===== config.mk =====
export PLATFORM = sky130hd
export DESIGN_NAME = line_sequencer
export DESIGN_NICKNAME = d
export VERILOG_FILES = /design/src/rtl/line_seq_pkg.sv /design/src/rtl/seq_fifo.sv /design/src/rtl/line_sequencer.sv
export SDC_FILE = /design/constraint.sdc
export NUM_CORES = 1
export LEC_CHECK = 0
export BUFFER_PORTS_ARGS = -buffer_cell sky130_fd_sc_hd__buf_2
export CELL_PAD_IN_SITES_DETAIL_PLACEMENT = 0
export CELL_PAD_IN_SITES_GLOBAL_PLACEMENT = 1
export CORE_ASPECT_RATIO = 0.7
export CORE_MARGIN = 2
export CORE_UTILIZATION = 35
export CTS_CLUSTER_SIZE = 10
export DETAILED_ROUTE_END_ITERATION = 10
export PLACE_DENSITY = 0.57
export SETUP_SLACK_MARGIN = 0.3
export SLEW_MARGIN = 20
export SYNTH_ARGS = -nofsm -noshare
export SYNTH_HDL_FRONTEND = slang
export SYNTH_HIERARCHICAL = 1
export SYNTH_SLANG_ARGS = --single-unit
export TNS_END_PERCENT = 30

===== constraint.sdc =====
create_clock -name clk -period 3.15 [get_ports clk]
set_input_delay 0.4725 -clock clk [delete_from_list [all_inputs] [get_ports clk]]
set_output_delay 0.4725 -clock clk [all_outputs]
set_load 0.02 [all_outputs]

===== src/rtl/line_seq_pkg.sv =====
// Shared types for the line_sequencer command front end: coordinate width,
// buffered command payload, sequencer states and endpoint normalisation.
package line_seq_pkg;

  localparam int unsigned COORD_W = 11;
  localparam int unsigned WDOG_W  = 13;

  typedef struct packed {
    logic [COORD_W-1:0] x0;
    logic [COORD_W-1:0] y0;
    logic [COORD_W-1:0] x1;
    logic [COORD_W-1:0] y1;
    logic               pen;
    logic               clear;
  } line_cmd_t;

  typedef enum logic [1:0] {
    IDLE  = 2'd0,
    LOAD  = 2'd1,
    DRAW  = 2'd2,
    CLEAR = 2'd3
  } seq_state_t;

  // Order endpoints so the drawer always walks left to right.
  function automatic line_cmd_t normalise(input line_cmd_t c);
    line_cmd_t n;
    n = c;
    if (c.x0 > c.x1) begin
      n.x0 = c.x1;
      n.y0 = c.y1;
      n.x1 = c.x0;
      n.y1 = c.y0;
    end
    return n;
  endfunction

endpackage


===== src/rtl/seq_fifo.sv =====
// Synchronous command FIFO of line_cmd_t with full/empty flags.
// Pointers reset asynchronously to empty; storage is not reset.
module seq_fifo
  import line_seq_pkg::*;
#(
  parameter int unsigned DEPTH = 4
) (
  input  logic      clk,
  input  logic      reset,
  input  logic      push,
  input  logic      pop,
  input  line_cmd_t wr_data,
  output line_cmd_t rd_data,
  output logic      full,
  output logic      empty
);

  localparam int unsigned AW = (DEPTH > 1) ? $clog2(DEPTH) : 1;
  localparam int unsigned CW = AW + 1;

  line_cmd_t       mem [DEPTH];
  logic [AW-1:0]   wr_ptr;
  logic [AW-1:0]   rd_ptr;
  logic [CW-1:0]   count;
  logic            do_push;
  logic            do_pop;

  assign full    = (count == CW'(DEPTH));
  assign empty   = (count == '0);
  assign rd_data = mem[rd_ptr];

  // A full FIFO refuses a push even when a pop happens in the same cycle.
  assign do_push = push && !full;
  assign do_pop  = pop && !empty;

  always_ff @(posedge clk or posedge reset) begin
    if (reset) begin
      wr_ptr <= '0;
      rd_ptr <= '0;
      count  <= '0;
    end else begin
      if (do_push) wr_ptr <= wr_ptr + AW'(1);
      if (do_pop)  rd_ptr <= rd_ptr + AW'(1);
      case ({do_push, do_pop})
        2'b10:   count <= count + CW'(1);
        2'b01:   count <= count - CW'(1);
        default: count <= count;
      endcase
    end
  end

  always_ff @(posedge clk) begin
    if (do_push) mem[wr_ptr] <= wr_data;
  end

endmodule


===== src/rtl/line_sequencer.sv =====
// Command front end for line_drawer: buffers host line commands, loads one line at
// a time into the drawer and forwards its pixels. LINE_SEQ_CLEAR_EN adds a clear sweep.
module line_sequencer
  import line_seq_pkg::*;
#(
  parameter int unsigned FIFO_DEPTH      = 4,
  parameter int unsigned MAX_LINE_CYCLES = 4096,
  parameter int unsigned SCREEN_W        = 640,
  parameter int unsigned SCREEN_H        = 480
) (
  input  logic               clk,
  input  logic               reset,
  input  logic               cmd_valid,
  output logic               cmd_ready,
  input  logic [COORD_W-1:0] cmd_x0,
  input  logic [COORD_W-1:0] cmd_y0,
  input  logic [COORD_W-1:0] cmd_x1,
  input  logic [COORD_W-1:0] cmd_y1,
  input  logic               cmd_pen,
  input  logic               cmd_clear,
  output logic               drw_reset,
  output logic [COORD_W-1:0] drw_x0,
  output logic [COORD_W-1:0] drw_y0,
  output logic [COORD_W-1:0] drw_x1,
  output logic [COORD_W-1:0] drw_y1,
  input  logic [COORD_W-1:0] drw_x,
  input  logic [COORD_W-1:0] drw_y,
  input  logic               drw_done,
  output logic               pix_we,
  output logic [COORD_W-1:0] pix_x,
  output logic [COORD_W-1:0] pix_y,
  output logic               pix_color,
  output logic               busy,
  output logic               err_timeout
);

  line_cmd_t          push_cmd;
  line_cmd_t          head_cmd;
  line_cmd_t          cur;
  seq_state_t         state;
  logic               fifo_full;
  logic               fifo_empty;
  logic               pop;
  logic [WDOG_W-1:0]  wdog;
  logic               unused_ok;

`ifdef LINE_SEQ_CLEAR_EN
  logic [COORD_W-1:0] clr_x;
  logic [COORD_W-1:0] clr_y;
`endif

  assign push_cmd = '{x0: cmd_x0, y0: cmd_y0, x1: cmd_x1, y1: cmd_y1,
                      pen: cmd_pen, clear: cmd_clear};

  assign cmd_ready = !fifo_full;
  assign pop       = (state == IDLE) && !fifo_empty;
  assign busy      = (state != IDLE) || !fifo_empty;

  assign drw_x0 = cur.x0;
  assign drw_y0 = cur.y0;
  assign drw_x1 = cur.x1;
  assign drw_y1 = cur.y1;

  assign unused_ok = cur.clear ^ (SCREEN_W == 0) ^ (SCREEN_H == 0);

  seq_fifo #(
    .DEPTH (FIFO_DEPTH)
  ) u_fifo (
    .clk     (clk),
    .reset   (reset),
    .push    (cmd_valid),
    .pop     (pop),
    .wr_data (push_cmd),
    .rd_data (head_cmd),
    .full    (fifo_full),
    .empty   (fifo_empty)
  );

  // Sequencer: drawer reset is held high everywhere except DRAW.
  always_ff @(posedge clk or posedge reset) begin
    if (reset) begin
      state       <= IDLE;
      cur         <= '0;
      wdog        <= '0;
      drw_reset   <= 1'b1;
      err_timeout <= 1'b0;
`ifdef LINE_SEQ_CLEAR_EN
      clr_x       <= '0;
      clr_y       <= '0;
`endif
    end else begin
      case (state)
        IDLE: begin
          if (!fifo_empty) begin
            cur   <= normalise(head_cmd);
            state <= LOAD;
`ifdef LINE_SEQ_CLEAR_EN
            if (head_cmd.clear) state <= CLEAR;
`endif
          end
        end
        LOAD: begin
          wdog      <= '0;
          state     <= DRAW;
          drw_reset <= 1'b0;
        end
        DRAW: begin
          wdog <= wdog + WDOG_W'(1);
          if (drw_done) begin
            state     <= IDLE;
            drw_reset <= 1'b1;
          end else if (wdog == WDOG_W'(MAX_LINE_CYCLES - 1)) begin
            state       <= IDLE;
            drw_reset   <= 1'b1;
            err_timeout <= 1'b1;
          end
        end
`ifdef LINE_SEQ_CLEAR_EN
        CLEAR: begin
          if (clr_x == COORD_W'(SCREEN_W - 1)) begin
            clr_x <= '0;
            if (clr_y == COORD_W'(SCREEN_H - 1)) begin
              clr_y <= '0;
              state <= IDLE;
            end else begin
              clr_y <= clr_y + COORD_W'(1);
            end
          end else begin
            clr_x <= clr_x + COORD_W'(1);
          end
        end
`endif
        default: state <= IDLE;
      endcase
    end
  end

  // Pixel port: drawer coordinates pass straight through while drawing.
  always_comb begin
    pix_we    = 1'b0;
    pix_x     = '0;
    pix_y     = '0;
    pix_color = 1'b0;
    if (state == DRAW) begin
      pix_we    = !drw_done;
      pix_x     = drw_x;
      pix_y     = drw_y;
      pix_color = cur.pen;
    end
`ifdef LINE_SEQ_CLEAR_EN
    else if (state == CLEAR) begin
      pix_we = 1'b1;
      pix_x  = clr_x;
      pix_y  = clr_y;
    end
`endif
  end

endmodule


==> results.json <==
{
  "cts-root-buf": "clkbuf_16",
  "final_nets": 855,
  "die_width_um": 215,
  "wl_per_cell_um": 18.5,
  "pre_cts_ws_ps": 50.2,
  "setup_ws_ps": 201,
  "grt_overflow": 0,
  "seqPwrFrac": 0.344,
  "hp-class": "in2reg",
  "drive_above_1_share": 0.429,
  "avgSynthCellArea_um2": 17.4,
  "combPwrFrac": 0.442,
  "status": "finished, final reports clean",
  "cap_violations": 0,
  "die_h_um": 152,
  "remaining_drc_errors": 0,
  "wirelength_um": 22300,
  "place_inst": 1140,
  "end_kind": "flop",
  "drt-vias-per-instance": 4.61,
  "hold_ws_ps": 133,
  "cp.required_ps": 3570,
  "track_usage": 0.138,
  "ir_drop_mv": 0.512,
  "clock_latency_ps": 550,
  "cp_common_cell": "buf_12",
  "grt_max_degree": 33,
  "powerDensity_nw_per_um2": 1100,
  "cts_buffer_depth": 3,
  "path_cells": "buf_12 > buf_4 > mux4_2 > inv_1 > ha_1 > nand4_1 > a211oi_2 > a211oi_4 > nor2_4 > buf_12 > mux2_4",
  "p_clk_frac": 0.214,
  "use_met1": 0.172,
  "numCtsBuffers": 29,
  "finalHoldViolations": 0,
  "grt_use_met3": 0.0341,
  "worstMarginPinSlew_ps": 813,
  "max_freq_mhz": 339,
  "finalCritPeriodShare": 0.936,
  "slew_headroom": 0.458,
  "skew_ps": 22.7,
  "dieArea_um2": 32600,
  "syn_area_um2": 10900,
  "start_util": 0.352,
  "grt_pass1_wl_um": 34400,
  "p_sw_mw": 4.73,
  "syn_nets": 722,
  "arrival_ps": 3370,
  "synth_cells": 628,
  "antenna_found_initial": 3,
  "max_stage_delay_ps": 500,
  "p_leak_nw": 4.95,
  "path_clk_slew_ps": 60,
  "swShare": 0.335,
  "gr-max-usage-layer": "met2",
  "critical_path.slowest_cell": "dfrtp_4",
  "use_met2": 0.243,
  "grt_pass1_vias": 5944,
  "rsz0062_at_grt": "true",
  "rows": 54,
  "gp_congestion": 0.738,
  "drt_iter0_drc": 253,
  "yosys_warnings": 6,
  "cts.htree.levels": 1,
  "cts_tree": "done",
  "cts_num_sinks": 249,
  "power.total_mw": 14.1,
  "core_um2": 30900,
  "area_growth_pct": 18.2,
  "io_buffer_count": 142,
  "hpwl_um": 14700,
  "slew_violations": 0,
  "fin_crit_ps": 2950,
  "setup_viol": 0,
  "stdcell_count": 1205,
  "path_max_fanout": 26,
  "ant_nets": 0,
  "path_class": "reg2reg",
  "setup_tns_ps": 0,
  "num_vias": 5552,
  "dr.pass1.iters": 4,
  "start_kind": "flop",
  "io_pins": 144,
  "p_int_mw": 9.40
}
worst paths after layout:
kind	start	to	slack (ps)	cells after the start
setup reg to reg	u_fifo/rd_ptr[0]	drw_y0[2]	200	11
setup / recovery	u_fifo/rd_ptr[0]	drw_y0[2]	200	11
min in group asynchronous	reset	u_fifo/count[1]	440	3
max in group asynchronous	reset	drw_reset	1810	4
hold reg to reg	err_timeout	err_timeout	460	1
hold / removal	cmd_x1[6]	u_fifo/mem[2][19]	130	1
flip-flops by register name (all words and copies together), names as in the netlist:
| register | cells |
|---|---|
| drw_y1 | 11 |
| drw_y0 | 11 |
| cur | 1 |
| drw_x1 | 11 |
| u_fifo/mem | 180 |
| u_fifo/count | 3 |
| drw_x0 | 11 |
| state | 2 |
| wdog | 13 |
| drw_reset | 1 |
| u_fifo/rd_ptr | 2 |
| u_fifo/wr_ptr | 2 |
| err_timeout | 1 |
placed cells by master, fill, tap and decap left out, types with 5 or more instances in the layout:
cell type,count
mux2_4,30
nor2_1,13
dfrtp_1,66
ha_1,18
o21ai_0,13
buf_4,16
buf_12,11
mux2i_1,23
xor2_1,7
edfxtp_1,180
nand4_1,5
nand2_1,16
xnor2_1,6
inv_1,29
clkbuf_16,29
mux4_2,45
a21oi_1,6
mux2_2,37
buf_2,142
clkbuf_1,19
and2_1,23
nand3_1,8
per-stage QoR:
stage | cell area (µm²) | utilization
6_report | 12900 | 0.417
5_1_grt | 12900 | 0.417
3_5_place_dp | 11900 | 0.385
2_1_floorplan | 10900 | -
4_1_cts | 12900 | 0.416
3_3_place_gp | 11900 | 0.385
worst max-delay path: cells and delay by family (launching register included):
family,cells,cell delay (ps)
multiplexers,2,670
AO/OA/AOI/OAI,2,430
AND/OR/NAND/NOR,2,320
buffers and inverters,4,600
adder cells (fa/ha/maj),1,280
flip-flops,1,500
area by class of cell:
class	instances	area [µm²]
antenna	2	5.00
clock buffer	51	838
clock inverter	2	13.8
fill	2850	18100
inverter	30	113
multi-input combinational	281	3200
sequential	249	7140
tap	420	526
timing repair buffer	170	1060
layer usage:
layer	vias to the layer above	wire length, µm
li1	2576	-
met1	2843	9850
met2	97	11000
met3	34	1020
met4	2	471
met5	-	7
power by group through the flow:
| stage | clock (mW) | combinational, mW | sequential, mW |
|---|---|---|---|
| after CTS | 3.14 | 6.32 | 4.88 |
| final | 3.02 | 6.24 | 4.86 |
| after global placement | 0 | 5.90 | 4.94 |
| after global routing | 3.25 | 6.78 | 4.96 |
| after floorplan | 0 | 5.09 | 4.77 |
| after detailed placement | 0 | 6.04 | 4.99 |
what timing repair did:
| action | in CTS | in global routing |
|---|---|---|
| endpoints found under the hold margin | 7 | 0 |
| resized for setup | 6 | 1 |
| setup buffers | 8 | 1 |
| hold buffers | 1 | 0 |
| pin swaps | 1 | 0 |
| setup endpoints to repair | 42 | 63 |
Note: power is estimated with default switching activity, not from simulation.
